## src/rtl/ctrl_api_pkg.sv

```systemverilog
// rtl/ctrl_api_pkg.sv - shared reliability message codes, AXIS widths, tuser layout and route enum
package ctrl_api;

    localparam int PACKET_MSG_TYPE_WIDTH = 8;

    localparam logic [PACKET_MSG_TYPE_WIDTH-1:0] RPM_MSG_TYPE_PUB     = 8'h03;
    localparam logic [PACKET_MSG_TYPE_WIDTH-1:0] RPM_MSG_TYPE_PUBREC  = 8'h05;
    localparam logic [PACKET_MSG_TYPE_WIDTH-1:0] RPM_MSG_TYPE_PUBREL  = 8'h06;
    localparam logic [PACKET_MSG_TYPE_WIDTH-1:0] RPM_MSG_TYPE_PUBCOMP = 8'h07;

    localparam int AXIS_DATA_WIDTH_DEFAULT          = 512;
    localparam int AXIS_KEEP_WIDTH_DEFAULT          = AXIS_DATA_WIDTH_DEFAULT / 8;
    localparam int AXIS_FROM_NB_TDEST_WIDTH_DEFAULT = 8;
    localparam int AXIS_FROM_NB_TUSER_WIDTH_DEFAULT = 64;

    // tuser = {dst_port, src_port, ip_addr}
    localparam int TUSER_IP_OFFSET       = 0;
    localparam int TUSER_IP_WIDTH        = 32;
    localparam int TUSER_SRC_PORT_OFFSET = 32;
    localparam int TUSER_DST_PORT_OFFSET = 48;
    localparam int TUSER_PORT_WIDTH      = 16;

    typedef enum logic [1:0] {
        ROUTE_INBOUND  = 2'd0,
        ROUTE_OUTBOUND = 2'd1,
        ROUTE_DROP     = 2'd2
    } route_e;

endpackage

```

## src/rtl/rel_msg_type_decoder.sv

```systemverilog
// rtl/rel_msg_type_decoder.sv - combinational message type to route decode; RFNBS_DROP_UNKNOWN_EN drops unknown types
module rel_msg_type_decoder
    import ctrl_api::*;
(
    input  logic [PACKET_MSG_TYPE_WIDTH-1:0] msg_type,
    output route_e                           route
);

    always_comb begin
        route = ROUTE_INBOUND;
        case (msg_type)
            RPM_MSG_TYPE_PUB,
            RPM_MSG_TYPE_PUBREL:  route = ROUTE_INBOUND;
            RPM_MSG_TYPE_PUBREC,
            RPM_MSG_TYPE_PUBCOMP: route = ROUTE_OUTBOUND;
`ifdef RFNBS_DROP_UNKNOWN_EN
            default:              route = ROUTE_DROP;
`else
            default:              route = ROUTE_INBOUND;
`endif
        endcase
    end

endmodule

```

## src/rtl/reliability_from_network_bridge_splitter.sv

```systemverilog
// rtl/reliability_from_network_bridge_splitter.sv - zero-latency splitter of network bridge packets to inbound/outbound reliability streams (RFNBS_DROP_UNKNOWN_EN)
module reliability_from_network_bridge_splitter
    import ctrl_api::*;
#(
    parameter int AXIS_DATA_WIDTH          = AXIS_DATA_WIDTH_DEFAULT,
    parameter int AXIS_KEEP_WIDTH          = AXIS_DATA_WIDTH / 8,
    parameter int AXIS_FROM_NB_TDEST_WIDTH = AXIS_FROM_NB_TDEST_WIDTH_DEFAULT,
    parameter int AXIS_FROM_NB_TUSER_WIDTH = AXIS_FROM_NB_TUSER_WIDTH_DEFAULT
) (
    input  logic                                i_clk,
    input  logic                                i_ap_rst_n,

    input  logic                                from_network_bridge_tvalid,
    output logic                                from_network_bridge_tready,
    input  logic [AXIS_DATA_WIDTH-1:0]          from_network_bridge_tdata,
    input  logic [AXIS_KEEP_WIDTH-1:0]          from_network_bridge_tkeep,
    input  logic [AXIS_FROM_NB_TDEST_WIDTH-1:0] from_network_bridge_tid,
    input  logic [AXIS_FROM_NB_TDEST_WIDTH-1:0] from_network_bridge_tdest,
    input  logic [AXIS_FROM_NB_TUSER_WIDTH-1:0] from_network_bridge_tuser,
    input  logic                                from_network_bridge_tlast,

    output logic                                to_rel_outbound_tvalid,
    input  logic                                to_rel_outbound_tready,
    output logic [AXIS_DATA_WIDTH-1:0]          to_rel_outbound_tdata,
    output logic [AXIS_KEEP_WIDTH-1:0]          to_rel_outbound_tkeep,
    output logic [AXIS_FROM_NB_TDEST_WIDTH-1:0] to_rel_outbound_tid,
    output logic [AXIS_FROM_NB_TDEST_WIDTH-1:0] to_rel_outbound_tdest,
    output logic [AXIS_FROM_NB_TUSER_WIDTH-1:0] to_rel_outbound_tuser,
    output logic                                to_rel_outbound_tlast,

    output logic                                to_rel_inbound_tvalid,
    input  logic                                to_rel_inbound_tready,
    output logic [AXIS_DATA_WIDTH-1:0]          to_rel_inbound_tdata,
    output logic [AXIS_KEEP_WIDTH-1:0]          to_rel_inbound_tkeep,
    output logic [AXIS_FROM_NB_TDEST_WIDTH-1:0] to_rel_inbound_tid,
    output logic [AXIS_FROM_NB_TDEST_WIDTH-1:0] to_rel_inbound_tdest,
    output logic [AXIS_FROM_NB_TUSER_WIDTH-1:0] to_rel_inbound_tuser,
    output logic                                to_rel_inbound_tlast
);

    logic   in_packet;
    route_e route_q;
    route_e live_route;
    route_e cur_route;
    logic   accept;

    rel_msg_type_decoder u_decoder (
        .msg_type (from_network_bridge_tdata[PACKET_MSG_TYPE_WIDTH-1:0]),
        .route    (live_route)
    );

    // Continuation beats carry payload, so only the first beat is decoded.
    assign cur_route = in_packet ? route_q : live_route;

    // Handshake is gated by reset so nothing is accepted or presented while held.
    always_comb begin
        to_rel_inbound_tvalid      = 1'b0;
        to_rel_outbound_tvalid     = 1'b0;
        from_network_bridge_tready = 1'b0;
        if (i_ap_rst_n) begin
            case (cur_route)
                ROUTE_INBOUND: begin
                    to_rel_inbound_tvalid      = from_network_bridge_tvalid;
                    from_network_bridge_tready = to_rel_inbound_tready;
                end
                ROUTE_OUTBOUND: begin
                    to_rel_outbound_tvalid     = from_network_bridge_tvalid;
                    from_network_bridge_tready = to_rel_outbound_tready;
                end
                ROUTE_DROP: begin
                    from_network_bridge_tready = 1'b1;
                end
                default: begin
                    from_network_bridge_tready = 1'b0;
                end
            endcase
        end
    end

    assign accept = from_network_bridge_tvalid & from_network_bridge_tready;

    always_ff @(posedge i_clk or negedge i_ap_rst_n) begin
        if (!i_ap_rst_n) begin
            in_packet <= 1'b0;
            route_q   <= ROUTE_INBOUND;
        end else if (accept) begin
            in_packet <= ~from_network_bridge_tlast;
            if (!in_packet) begin
                route_q <= live_route;
            end
        end
    end

    assign to_rel_inbound_tdata  = from_network_bridge_tdata;
    assign to_rel_inbound_tkeep  = from_network_bridge_tkeep;
    assign to_rel_inbound_tid    = from_network_bridge_tid;
    assign to_rel_inbound_tdest  = from_network_bridge_tdest;
    assign to_rel_inbound_tuser  = from_network_bridge_tuser;
    assign to_rel_inbound_tlast  = from_network_bridge_tlast;

    assign to_rel_outbound_tdata = from_network_bridge_tdata;
    assign to_rel_outbound_tkeep = from_network_bridge_tkeep;
    assign to_rel_outbound_tid   = from_network_bridge_tid;
    assign to_rel_outbound_tdest = from_network_bridge_tdest;
    assign to_rel_outbound_tuser = from_network_bridge_tuser;
    assign to_rel_outbound_tlast = from_network_bridge_tlast;

endmodule

```

## config.mk

```make
export PLATFORM = sky130hd
export DESIGN_NAME = reliability_from_network_bridge_splitter
export DESIGN_NICKNAME = d
export VERILOG_FILES = /design/src/rtl/ctrl_api_pkg.sv /design/src/rtl/rel_msg_type_decoder.sv /design/src/rtl/reliability_from_network_bridge_splitter.sv
export SDC_FILE = /design/constraint.sdc
export NUM_CORES = 1
export LEC_CHECK = 0
export ABC_AREA = 1
export CORE_AREA = 2 2 777 779
export CTS_BUF_LIST = sky130_fd_sc_hd__clkbuf_8
export CTS_CLUSTER_DIAMETER = 30
export DETAILED_ROUTE_END_ITERATION = 7
export DIE_AREA = 0 0 779 781
export SYNTH_ARGS = -nofsm -noshare
export SYNTH_HDL_FRONTEND = slang
export SYNTH_SLANG_ARGS = --single-unit
```

## constraint.sdc

```tcl
create_clock -name i_clk -period 1.23 [get_ports i_clk]
set_input_delay 0.246 -clock i_clk [delete_from_list [all_inputs] [get_ports i_clk]]
set_output_delay 0.246 -clock i_clk [all_outputs]
set_load 0.03 [all_outputs]
```

==> run metrics <==
share of power burned in the clock network=25.6%; relative contribution of sequential cells to total power=14.3%; Total Routing Usage GR=14.3%; count of distinct cell types in the synthesized netlist=13; critical path capture point type=primary output; number of primary I/O pins=1979; smallest setup slack after layout=-0.712 ns; number of sinks handled by clock tree synthesis=3; via count normalized by instance count=0.562; total congestion overflow after global routing=0; number of cells after detailed placement=8122; number of global-route vias before repair=3603; total length of routed wires=455000 µm; Post-Syn Instances=1353; post-layout instance count excluding filler cells=8129; Util after Layout=1.85%; initial standard-cell utilization of the core=1.69%; htree depth=1; Inserted Clock Buffers=3; clock-pin slew on the worst setup and hold paths=0.03 ns; CP top delay family=simple AND/OR/NAND/NOR gates; min Tclk post-route=1.94 ns; post-detailed-placement half-perimeter wirelength=442000 µm; Final Max Slew Viols=0; fraction of power spent switching nets=43.7%; ANT nets after route=0; drt wl/cell=55.9 µm; required time of the worst setup path=0.98 ns; syn nets=2015; leading cell type in the layout, fill and taps excluded=sky130_fd_sc_hd__buf_12; switching power of the nets=0.478 mW; Total Negative Setup Slacks=-2.78 ns; CTS Root Buffer Type=sky130_fd_sc_hd__clkbuf_8; Final Hold Fails=0; vertical extent of the die=781 µm; sequential fraction of the synthesis area=0.742%; routed vias=4572; tightest slew margin relative to the limit=80.0%; setup repair after global routing missed its margin=true; Clock Latency Late Sink=0.24 ns; yosys synthesis warning count=0; area enclosed by the die boundary=0.608 mm²; delay of the slowest cell on the worst path=0.53 ns; class of the tightest hold or removal check=in -> async; number of setup violations in the final report=8; Core Footprint=0.601 mm²; worst-margin pin slew=0.300 ns; worst hold margin=0.458 ns; startpoint kind of the worst setup timing path=input pin; Max IR drop VDD=0.231 mV; global placer's final weighted congestion=0.674; cell at the slowest stage of the critical path=sky130_fd_sc_hd__clkdlybuf4s50_1; number of antenna violations at the first check in global routing=1; crit path DAT=1.70 ns; Critical path buffers and inverters=2; sequence of cells on the critical path=clkdlybuf4s50_1, nand2_2, nor2_4, nand2_8, nand2_8, nand2_4, nor2_4, buf_12; Rows=285; TritonCTS clock tree=yes; part of the total power dissipated in combinational logic=60.1%; top achievable clock speed=515 MHz; critical setup path kind=in -> out; horizontal die dimension=779 µm; leakage=0.532 nW; NumNets Final=755; global-route wire length before repair=468000 µm; count of state elements after synthesis=3; Port-buffer cells=31; Clock Path Buffers=2; Avg Cell Area, Syn=7.48 µm²; max_cap viols=0; most frequent cells in the layout=sky130_fd_sc_hd__buf_12 (19), sky130_fd_sc_hd__buf_4 (16), sky130_fd_sc_hd__inv_1 (9), sky130_fd_sc_hd__nand2_1 (9), sky130_fd_sc_hd__dlygate4sd2_1 (7); number of inserted filler cells in the final layout=72100; signed area change from the synthesized netlist to the final layout=9.48%; Power per Cell Area=98.7 mW/mm²; share of the clock period used by the worst path after layout=158%; pin count of the biggest net entering global routing=5; Initial DRC Count=431; DR DRC count=0; Detailed Routing Iterations Pass 1=4; biggest fanout along the worst timing path=4; clk_skew=0.00125 ns; fraction of layout cells with a size suffix above 1=62.0%; violations in the final reports=negative setup slack; cell-internal power=0.615 mW; area of the mapped netlist=0.0101 mm²; result of the run=finished with violations
[state kept, by name (all words and copies together), names as in the netlist]
signal / cells
in_packet: 1
route_q: 2
[metal layers]
metal / track usage, % / vias up / routed length (µm)
li1: - / 225 / -
met1: 1.95 / 913 / 22400
met2: 22.4 / 3040 / 199000
met3: 31.5 / 359 / 212000
met4: 4.52 / 35 / 18400
met5: 3.89 / - / 3280
[power by group through the flow]
stage          logic (mW)  clock network (mW)  registers (mW)
2_1_floorplan        8.12                   0           0.139
3_3_place_gp        0.664                   0           0.157
3_5_place_dp        0.669                   0           0.157
4_1_cts             0.691               0.292           0.159
5_1_grt             0.694               0.304           0.160
6_report            0.658               0.280           0.156
[per-stage QoR]
step | cell area [µm²] | setup slack [ns] | power (mW)
6_report | 11100 | -0.712 | 1.09
5_1_grt | 11100 | -0.713 | 1.16
4_1_cts | 11100 | -0.729 | 1.14
3_5_place_dp | 11000 | -0.927 | 0.825
3_3_place_gp | 11000 | -0.972 | 0.821
2_1_floorplan | 10100 | -0.0279 | 8.26
[worst paths after layout]
kind	start	endpoint	slack, ns	cells past startpoint
hold reg to reg	route_q[0]	route_q[0]	0.49	2
hold / removal	i_ap_rst_n	in_packet	0.46	2
max in group asynchronous	i_ap_rst_n	in_packet	0.55	2
setup reg to reg	in_packet	route_q[0]	-0.17	9
min in group i_clk	route_q[0]	route_q[0]	0.49	2
setup / recovery	from_network_bridge_tdata[0]	to_rel_outbound_tvalid	-0.71	8
[cell usage after synthesis (all sizes together)]
cell type | count | area (µm²)
and3 | 1 | 6.26
buf | 1314 | 9860
dfrtp | 3 | 75.1
inv | 9 | 33.8
nand2 | 18 | 85.1
nand3 | 1 | 10.0
nand4 | 3 | 25.0
nor2 | 3 | 13.8
nor3b | 1 | 7.51
[kinds of logic (layout without fill, tap and decap cells)]
kind of cell	count (synthesis)	in the layout	synth area share, %
buffers and inverters	1323	62	97.8
AND/OR/NAND/NOR	27	27	1.46
flip-flops	3	3	0.742
other	0	1	0
[final cells by class]
cell class                 instances  area [µm²]  area share [%]
sequential                         3        76.3           0.689
clock inverter                     1        3.75          0.0339
clock buffer                       3        41.3           0.373
tap                             8036       10100            90.7
multi-input combinational         27         231            2.09
inverter                           9        33.8           0.305
timing repair buffer              49         637            5.75
antenna                            1        2.50          0.0226
[repair_timing]
item | in CTS | in global routing
setup endpoints to repair | 21 | 8
buffers inserted | 2 | 2
pin swaps | 6 | 3
resized for setup | 22 | 3
hold buffers | 0 | 0
No activity file was read; power rests on OpenSTA's default activity.
